## src/rtl/fwd_pkg.sv

```systemverilog
// Shared types for the forwarding/hazard unit: scoreboard entry, FSM state,
// and the forward-select width helper.
package fwd_pkg;

    // Scoreboard rd field is sized for the widest supported register address.
    localparam int MAX_AW = 8;

    typedef struct packed {
        logic              v;
        logic [MAX_AW-1:0] rd;
        logic              ld;
    } sbEntry_t;

    typedef enum logic {
        RUN   = 1'b0,
        STALL = 1'b1
    } fsmState_t;

    function automatic int selWidth(input int depth);
        return $clog2(depth + 1);
    endfunction

endpackage

```

## src/rtl/fwd_match_sel.sv

```systemverilog
// Priority encoder: the youngest scoreboard stage whose result can feed src.
module fwd_match_sel
    import fwd_pkg::*;
#(
    parameter int FWD_DEPTH  = 2,
    parameter int LOAD_STAGE = 2,
    parameter int SEL_W      = 2
) (
    input  logic [MAX_AW-1:0]        src,
    input  sbEntry_t [FWD_DEPTH:1]   sb,
    output logic [SEL_W-1:0]         sel
);

    // Walk oldest to youngest so the smallest matching stage is the last write.
    always_comb begin
        sel = '0;
        for (int k = FWD_DEPTH; k >= 1; k--) begin
            if (sb[k].v && (sb[k].rd == src) && !(sb[k].ld && (k < LOAD_STAGE)))
                sel = SEL_W'(k);
        end
    end

endmodule

```

## src/rtl/fwd_hazard_unit.sv

```systemverilog
// Operand forwarding selects and load-use stall/flush for the EX stage.
// Optional FWD_HAZARD_STATS_EN adds saturating forward/stall counters.
module fwd_hazard_unit
    import fwd_pkg::*;
#(
    parameter int REG_AW     = 5,
    parameter int FWD_DEPTH  = 2,
    parameter int LOAD_STAGE = 2,
    localparam int SEL_W     = selWidth(FWD_DEPTH)
) (
    input  logic              clk_i,
    input  logic              rst_i,
    input  logic              ex_valid_i,
    input  logic              ex_regwrite_i,
    input  logic              ex_memread_i,
    input  logic [REG_AW-1:0] ex_rd_i,
    input  logic [REG_AW-1:0] ex_rs_i,
    input  logic [REG_AW-1:0] ex_rt_i,
    input  logic              id_valid_i,
    input  logic [REG_AW-1:0] id_rs_i,
    input  logic [REG_AW-1:0] id_rt_i,
    input  logic              id_rs_used_i,
    input  logic              id_rt_used_i,
    output logic [SEL_W-1:0]  fwd_a_o,
    output logic [SEL_W-1:0]  fwd_b_o,
    output logic              stall_o,
    output logic              flush_idex_o,
    output logic              state_o
`ifdef FWD_HAZARD_STATS_EN
    ,
    output logic [31:0]       stat_fwd_o,
    output logic [31:0]       stat_stall_o
`endif
);

    sbEntry_t [FWD_DEPTH:1] sb;
    sbEntry_t               exEntry;
    fsmState_t              state;
    logic [MAX_AW-1:0]      exRs, exRt, idRs, idRt;
    logic                   hazRs, hazRt, hazard;

    assign exRs = MAX_AW'(ex_rs_i);
    assign exRt = MAX_AW'(ex_rt_i);
    assign idRs = MAX_AW'(id_rs_i);
    assign idRt = MAX_AW'(id_rt_i);

    always_comb begin
        exEntry.v  = ex_valid_i & ex_regwrite_i & (ex_rd_i != '0);
        exEntry.rd = MAX_AW'(ex_rd_i);
        exEntry.ld = ex_memread_i;
    end

    always_ff @(posedge clk_i or negedge rst_i) begin
        if (!rst_i) begin
            sb <= '0;
        end else begin
            sb[1] <= exEntry;
            for (int k = 2; k <= FWD_DEPTH; k++)
                sb[k] <= sb[k-1];
        end
    end

    fwd_match_sel #(.FWD_DEPTH(FWD_DEPTH), .LOAD_STAGE(LOAD_STAGE), .SEL_W(SEL_W)) uSelA (
        .src (exRs),
        .sb  (sb),
        .sel (fwd_a_o)
    );

    fwd_match_sel #(.FWD_DEPTH(FWD_DEPTH), .LOAD_STAGE(LOAD_STAGE), .SEL_W(SEL_W)) uSelB (
        .src (exRt),
        .sb  (sb),
        .sel (fwd_b_o)
    );

    // The ID instruction reaches EX next cycle, when a load now at distance d
    // (EX=1, entry k=k+1) sits in entry d; it must be at LOAD_STAGE or beyond.
    always_comb begin
        hazRs = 1'b0;
        hazRt = 1'b0;
        if ((LOAD_STAGE > 1) && exEntry.v && exEntry.ld) begin
            hazRs = hazRs | (exEntry.rd == idRs);
            hazRt = hazRt | (exEntry.rd == idRt);
        end
        for (int k = 1; k <= FWD_DEPTH; k++) begin
            if ((k + 1 < LOAD_STAGE) && sb[k].v && sb[k].ld) begin
                hazRs = hazRs | (sb[k].rd == idRs);
                hazRt = hazRt | (sb[k].rd == idRt);
            end
        end
        hazard = rst_i & id_valid_i & ((id_rs_used_i & hazRs) | (id_rt_used_i & hazRt));
    end

    assign stall_o      = hazard;
    assign flush_idex_o = hazard;

    always_ff @(posedge clk_i or negedge rst_i) begin
        if (!rst_i) begin
            state <= RUN;
        end else begin
            case (state)
                RUN:     if (hazard)  state <= STALL;
                STALL:   if (!hazard) state <= RUN;
                default: state <= RUN;
            endcase
        end
    end

    assign state_o = (state == STALL);

`ifdef FWD_HAZARD_STATS_EN
    always_ff @(posedge clk_i or negedge rst_i) begin
        if (!rst_i) begin
            stat_fwd_o   <= '0;
            stat_stall_o <= '0;
        end else begin
            if (ex_valid_i && ((fwd_a_o != '0) || (fwd_b_o != '0)) && (stat_fwd_o != '1))
                stat_fwd_o <= stat_fwd_o + 32'd1;
            if (stall_o && (stat_stall_o != '1))
                stat_stall_o <= stat_stall_o + 32'd1;
        end
    end
`endif

endmodule

```

## config.mk

```make
export PLATFORM = sky130hd
export DESIGN_NAME = fwd_hazard_unit
export DESIGN_NICKNAME = d
export VERILOG_FILES = /design/src/rtl/fwd_pkg.sv /design/src/rtl/fwd_match_sel.sv /design/src/rtl/fwd_hazard_unit.sv
export SDC_FILE = /design/constraint.sdc
export NUM_CORES = 1
export LEC_CHECK = 0
export ABC_AREA = 1
export CAP_MARGIN = 30
export CORE_MARGIN = 1.5
export CORE_UTILIZATION = 30
export CTS_BUF_LIST = sky130_fd_sc_hd__clkbuf_2
export CTS_CLUSTER_SIZE = 24
export DETAILED_ROUTE_END_ITERATION = 10
export PLACE_DENSITY = 0.7
export SLEW_MARGIN = 20
export SYNTH_ARGS = -nofsm -noshare
export SYNTH_HDL_FRONTEND = slang
export SYNTH_SLANG_ARGS = --single-unit
```

## constraint.sdc

```tcl
create_clock -name clk_i -period 1.06 [get_ports clk_i]
set_clock_uncertainty 0.1 [all_clocks]
set_input_delay 0.106 -clock clk_i [delete_from_list [all_inputs] [get_ports clk_i]]
set_output_delay 0.106 -clock clk_i [all_outputs]
set_load 0.01 [all_outputs]
```

==> results of run 1 <==
==> kinds of logic (layout without fill, tap and decap cells) <==
family / count (synthesis) / in the layout / synth area share (%)
buffers and inverters: 32 / 89 / 13.6
and+or+nand+nor: 80 / 80 / 35.6
DFF: 14 / 14 / 38.5
AOI/OAI and AO/OA: 13 / 13 / 7.55
xor gates and xnor gates: 5 / 5 / 4.81
==> registers in the layout, summed over array words and instances (netlist names) <==
name     flops
sb          13
state_o      1
==> final cells by class <==
type	count	area share (%)
Multi-Input combinational cell	98	34.4
Inverter	31	8.02
Clock inverter	1	0.253
Timing Repair Buffer	54	30.1
Sequential cell	14	23.6
Tap cell	31	2.62
Clock buffer	3	1.01
==> through the flow <==
stage,utilization [%],total power [W],area (sq um),setup WS (ps),hold WS (ps)
floorplan,-,0.000717,927,-51.8,-290
global placement,49.3,0.000903,1390,-922,257
detailed placement,49.3,0.000911,1390,-933,266
CTS,50.2,0.00116,1420,-531,74.3
global route,52.4,0.00126,1480,-643,101
finish,52.4,0.00118,1480,-515,114
==> cell usage in the layout (no fill, tap or decap), types with 2 or more instances in the layout <==
| cell | netlist | routed |
|---|---|---|
| clkbuf_2 | 0 | 4 |
| dlygate4sd2_1 | 0 | 6 |
| dfrtp_1 | 14 | 14 |
| buf_4 | 1 | 7 |
| xnor2_1 | 2 | 2 |
| o21ai_1 | 1 | 4 |
| nor2_4 | 0 | 2 |
| xor2_1 | 3 | 3 |
| nor3_2 | 0 | 2 |
| buf_2 | 0 | 15 |
| nand3_1 | 6 | 3 |
| inv_1 | 30 | 26 |
| nor2_2 | 2 | 5 |
| nor2_1 | 18 | 13 |
| nand2_2 | 0 | 4 |
| dlygate4sd3_1 | 0 | 7 |
| nand2_1 | 49 | 45 |
| buf_6 | 0 | 8 |
| nand3_2 | 0 | 3 |
| o21ai_0 | 7 | 3 |
| clkdlybuf4s50_1 | 0 | 10 |
| inv_2 | 1 | 4 |
| a21oi_1 | 3 | 2 |
==> metal layers <==
layer	vias up	wire length (um)
li1	544	-
met1	472	1020
met2	50	1260
met3	11	171
met4	0	105
met5	-	0
==> where the power goes <==
group	internal (W)	switching, W
registers	0.000559	0.0000230
clock network	0.0000819	0.000162
logic	0.000182	0.000168
total	0.000823	0.000353
==> repair_timing <==
action,4_1_cts,5_1_grt
resized for setup,107,22
hold buffers,7,0
hold endpoints to repair,20,0
pin swaps,32,10
setup endpoints to repair,8,6
setup buffers,1,1
==> worst paths after layout <==
kind,cells after the start,endpoint,slack (ps),start
setup reg to reg,0,sb[13]$_DFF_PN0_,400,sb[3]$_DFF_PN0_
setup / recovery,7,fwd_b_o[1],-510,sb[2]$_DFF_PN0_
hold / removal,5,sb[9]$_DFF_PN0_,110,ex_rd_i[3]
min in group asynchronous,3,state_o$_DFF_PN0_,310,rst_i
max in group asynchronous,3,sb[14]$_DFF_PN0_,380,rst_i
hold reg to reg,0,sb[19]$_DFF_PN0_,290,sb[9]$_DFF_PN0_
==> impl_metrics.csv, run 1 <==
group,metric,value,unit
outcome,status,"finished, violations left",
outcome,violations,"DRC, setup timing",
cts,clock-root-buffer,"clkbuf_2",
cts,numCtsBuffers,3,
place,dp_cells,219,
sta,slew_violations,0,
layout,multi_input_area,509,sq um
synthesis,async_reset_ff_share,100,%
layout,layoutNonFillerInstCount,232,
global_routing,grt_max_degree,15,
critical_path,crit_path_end_kind,"primary output",
drt,wire_per_inst,11.0,um
synthesis,synth_area_leaders,"dfrtp_1 38%, nand2_1 20%, inv_1 12%, nor2_1 7.4%, o21ai_0 3.8%",
synthesis,synth_cell_types,19,
synthesis,ys_seq_area_share,38.5,%
drt,num_vias,1077,
synthesis,synth_edf_count,0,
sta,fin_ws,-515,ps
layout,antennaDiodeCount,0,
synthesis,synth_common_cells,"49 x nand2_1, 30 x inv_1, 18 x nor2_1, 14 x dfrtp_1, 7 x o21ai_0",
floorplan,die_area,3380,sq um
layout,regArea,350,sq um
layout,synthToLayoutAreaGrowth,62.6,%
cts,cts_tree,"built",
sta,slew_headroom,80.8,%
critical_path,crit_family,"simple AND/OR/NAND/NOR gates",
global_routing,gr-usage-met3,1.12,%
job,maxCapViolations,0,
global_routing,grtUsageMet2,28.6,%
critical_path,cp.arrival,1370,ps
synthesis,yosysWarnings,0,
global_routing,antenna_found_initial,0,
sta,fin_crit,1570,ps
sta,worst_pin_slew,287,ps
critical_path,critPathKind,"reg -> out",
drt,ant_nets,0,
floorplan,die_w,58.1,um
floorplan,rows,19,
cts,clk_pin_slew,130,ps
power,vdd_drop_max,0.351,mV
global_routing,grt_pass1_wl,4180,um
drt,drt_pass1_iterations,8,
floorplan,die_h,58.1,um
drt,drc_errors,2,
worst_hold_path,hp-class,"in -> reg",
synthesis,ys_ff_latch,14,
critical_path,crit_slowest_cell,"dfrtp_1",
synthesis,yosysTopAreaCell,"dfrtp_1",
floorplan,num_io_pins,40,
sta,period_share,149,%
layout,n_fill_cell,291,
global_routing,grt_use_met1,17.5,%
critical_path,crit_buf_inv,1,
critical_path,start_kind,"register",
synthesis,syn-num-nets,177,
power,p_leak,0.817,nW
synthesis,synth.avg_cell_area,6.33,sq um
global_routing,overflow,0,
floorplan,initial_core_util,32.2,%
floorplan,core_area,2830,sq um
drt,routed_via_density,4.64,
critical_path,crit_fanout,5,
layout,drive_gt1_share,28.4,%
place,dp_hpwl,1890,um
critical_path,max_stage_delay,440,ps
synthesis,synth_cells,144,
synthesis,synth_top_area_share,38.5,%
power,powerDensity,794,nW/um^2
critical_path,cp.required,850,ps
place,gp_congestion,0.867,
sta,finalHoldViolations,0,
global_routing,grt_busiest_layer,"met2",
global_routing,grt_pass1_vias,1049,
place,portBuffers,39,
synthesis,yosysMostFrequentCell,"nand2_1",
drt,drt_iter0_markers,56,
cts,clock_sinks,14,
global_routing,grt_usage,15.8,%
sta,tns,-2140,ps
synthesis,syn-cell-area,911,sq um
sta,setup_violations,6,
layout,fin_nets,235,
drt,routed_wl,2560,um
critical_path,worstPathCellList,"nand2_1, o21ai_0, nor2_1, nand2_1, nor2_4, nor2_4, buf_6",
sta,rsz0062_at_grt,"yes",
synthesis,synth_ff_type,"dfrtp_1",
sta,max_freq,635,MHz
cts,htreeDepth,1,
cts,clock_latency,270,ps
cts,clk_path_buf_depth,2,
Power figures use the tool's default switching activity.
==> inputs of run 2 (changes only) <==
Settings changed: CORE_UTILIZATION 30 to 43, PLACE_DENSITY 0.7 to 0.91.
==> run 2 against run 1 <==
  * The flow finishes with violations (setup timing)
  * Utilization up 28 points
  * Routed wire length rose by 18%
  * Global-route usage up 8.6 points
  * Setup slack improved by 7.7 ps
  * Clock-buffer cell count unchanged
  * Sequential share of layout area fell by 1.6 points
  * Largest cell class is now buffers
  * Total power grew 4.5%
  * First-iteration DRC count fell by 32%
  * Flip-flop and latch count unchanged
  * Final area grew 7.2%
  * Via count rose by 5.2%
==> impl_metrics.csv, run 2 (same netlist as run 1, synthesis figures left out) <==
group,metric,value,unit
cts,clock_sinks,14,
layout,multi_input_area,515,sq um
global_routing,antenna_found_initial,0,
job,maxCapViolations,0,
layout,layoutNonFillerInstCount,232,
place,dp_hpwl,1990,um
sta,rsz0062_at_grt,"yes",
critical_path,crit_top_cell,"nand2_1",
critical_path,cp.arrival,1360,ps
global_routing,gr-usage-met3,1.53,%
drt,num_vias,1133,
layout,synthToLayoutAreaGrowth,74.3,%
layout,n_fill_cell,131,
layout,final_common_cell,"nand2_1",
critical_path,rrSetupSlack,330,ps
critical_path,crit_start,"sb[2]$_DFF_PN0_",
power,vdd_drop_max,0.519,mV
sta,setup_violations,6,
critical_path,reg2reg_to,"sb[19]$_DFF_PN0_",
critical_path,crit_slowest_cell,"dfrtp_1",
critical_path,start_kind,"register",
critical_path,worstPathCellList,"nand2_1, nand2_1, inv_1, nand4_1, nor2_2, nor2_1, buf_2",
sta,fin_ws,-507,ps
drt,drc_errors,0,
global_routing,overflow,0,
floorplan,core_area,1980,sq um
cts,clk_pin_slew,120,ps
worst_hold_path,holdCritStartpoint,"ex_rd_i[0]",
power,p_leak,0.850,nW
critical_path,crit_fanout,5,
power,powerDensity,775,nW/um^2
cts,numCtsBuffers,3,
place,portBuffers,39,
critical_path,rr_worst_depth,1,
global_routing,grt_max_degree,15,
layout,drive_gt1_share,34.1,%
layout,most-common-layout-cells,"41 x nand2_1, 20 x inv_1, 14 x dfrtp_1, 13 x nor2_1, 12 x buf_6",
global_routing,grt_pass1_vias,1183,
cts,clock_latency,250,ps
sta,fin_crit,1570,ps
cts,clock-root-buffer,"clkbuf_2",
power,power.total,0.00123,W
global_routing,grtUsageMet2,49.5,%
place,dpl_worst_slack,-948,ps
sta,max_freq,638,MHz
layout,regMostFlops,"sb",
layout,largest_register_ffs,13,
drt,routed_wl,3020,um
critical_path,crit_path_end_kind,"primary output",
critical_path,cp.required,850,ps
floorplan,initial_core_util,46.0,%
layout,final_util,80.1,%
cts,htreeDepth,1,
place,gp_congestion,0.906,
critical_path,max_stage_delay,450,ps
layout,fin_nets,239,
worst_hold_path,hp-class,"in -> reg",
critical_path,cp-endpoint,"fwd_a_o[1]",
layout,regArea,350,sq um
sta,slew_violations,0,
place,place_area,1400,sq um
layout,final_area,1590,sq um
global_routing,grt_usage,24.5,%
drt,drt_iter0_markers,38,
floorplan,die_w,49.0,um
drt,ant_nets,0,
layout,antennaDiodeCount,0,
place,dp_cells,216,
cts,clk_path_buf_depth,2,
floorplan,die_area,2400,sq um
drt,drt_pass1_iterations,4,
cts,cts_tree,"built",
global_routing,grt_use_met1,22.9,%
sta,period_share,148,%
sta,worst_pin_slew,282,ps
outcome,status,"finished, violations left",
global_routing,grt_busiest_layer,"met2",
floorplan,die_h,49.0,um
drt,routed_via_density,4.88,
drt,wire_per_inst,13.0,um
outcome,violations,"setup timing",
critical_path,critPathKind,"reg -> out",
floorplan,num_io_pins,40,
critical_path,worstReg2RegStart,"sb[9]$_DFF_PN0_",
sta,slew_headroom,81.1,%
global_routing,grt_pass1_wl,4550,um
sta,finalHoldViolations,0,
floorplan,rows,16,
## run 2: layer usage
metal / up-vias / wire length [um]
li1: 552 / -
met1: 504 / 1040
met2: 65 / 1750
met3: 12 / 121
met4: 0 / 101
met5: - / 0
## run 2: area by class of cell
cell class | count | area share, %
Timing Repair Buffer | 58 | 34.2
Tap cell | 27 | 2.13
Clock buffer | 3 | 0.946
Clock inverter | 1 | 0.236
Multi-Input combinational cell | 98 | 32.5
Sequential cell | 14 | 22.1
Inverter | 31 | 7.96
## run 2: report_power, final
group	total (W)	switching, W	internal [W]	leakage [nW]
logic	0.000413	0.000191	0.000221	0.668
clock network	0.000235	0.000152	0.0000820	0.0140
registers	0.000583	0.0000232	0.000559	0.168
## run 2: worst min-delay path by stage
stage / end / slack [ps] / cells past startpoint
3_3_place_gp: sb[19]$_DFF_PN0_ / 250 / 0
3_5_place_dp: sb[19]$_DFF_PN0_ / 260 / 0
4_1_cts: sb[9]$_DFF_PN0_ / 80 / 5
2_1_floorplan: sb[0]$_DFF_PN0_ / -290 / 0
5_1_grt: sb[9]$_DFF_PN0_ / 190 / 6
6_report: sb[9]$_DFF_PN0_ / 200 / 6
## run 2: worst max-delay path: cells and delay by family, from the launching register on
kind	cells	cell delay, ps
flops	1	450
simple gates	5	480
buf+inv	2	190
## run 2: timing repair
item / CTS / global route
gates resized for setup: 122 / 35
setup buffers: 3 / 2
pin swaps: 33 / 23
hold endpoints to repair: 20 / 0
endpoints found under the setup margin: 8 / 6
hold buffers: 7 / 0
## run 2: through the flow
step	setup TNS (ps)	hold WS [ps]
finish	-2060	201
global route	-2530	195
CTS	-1980	78.9
detailed placement	-5780	261
global placement	-5580	255
floorplan	-83.6	-290
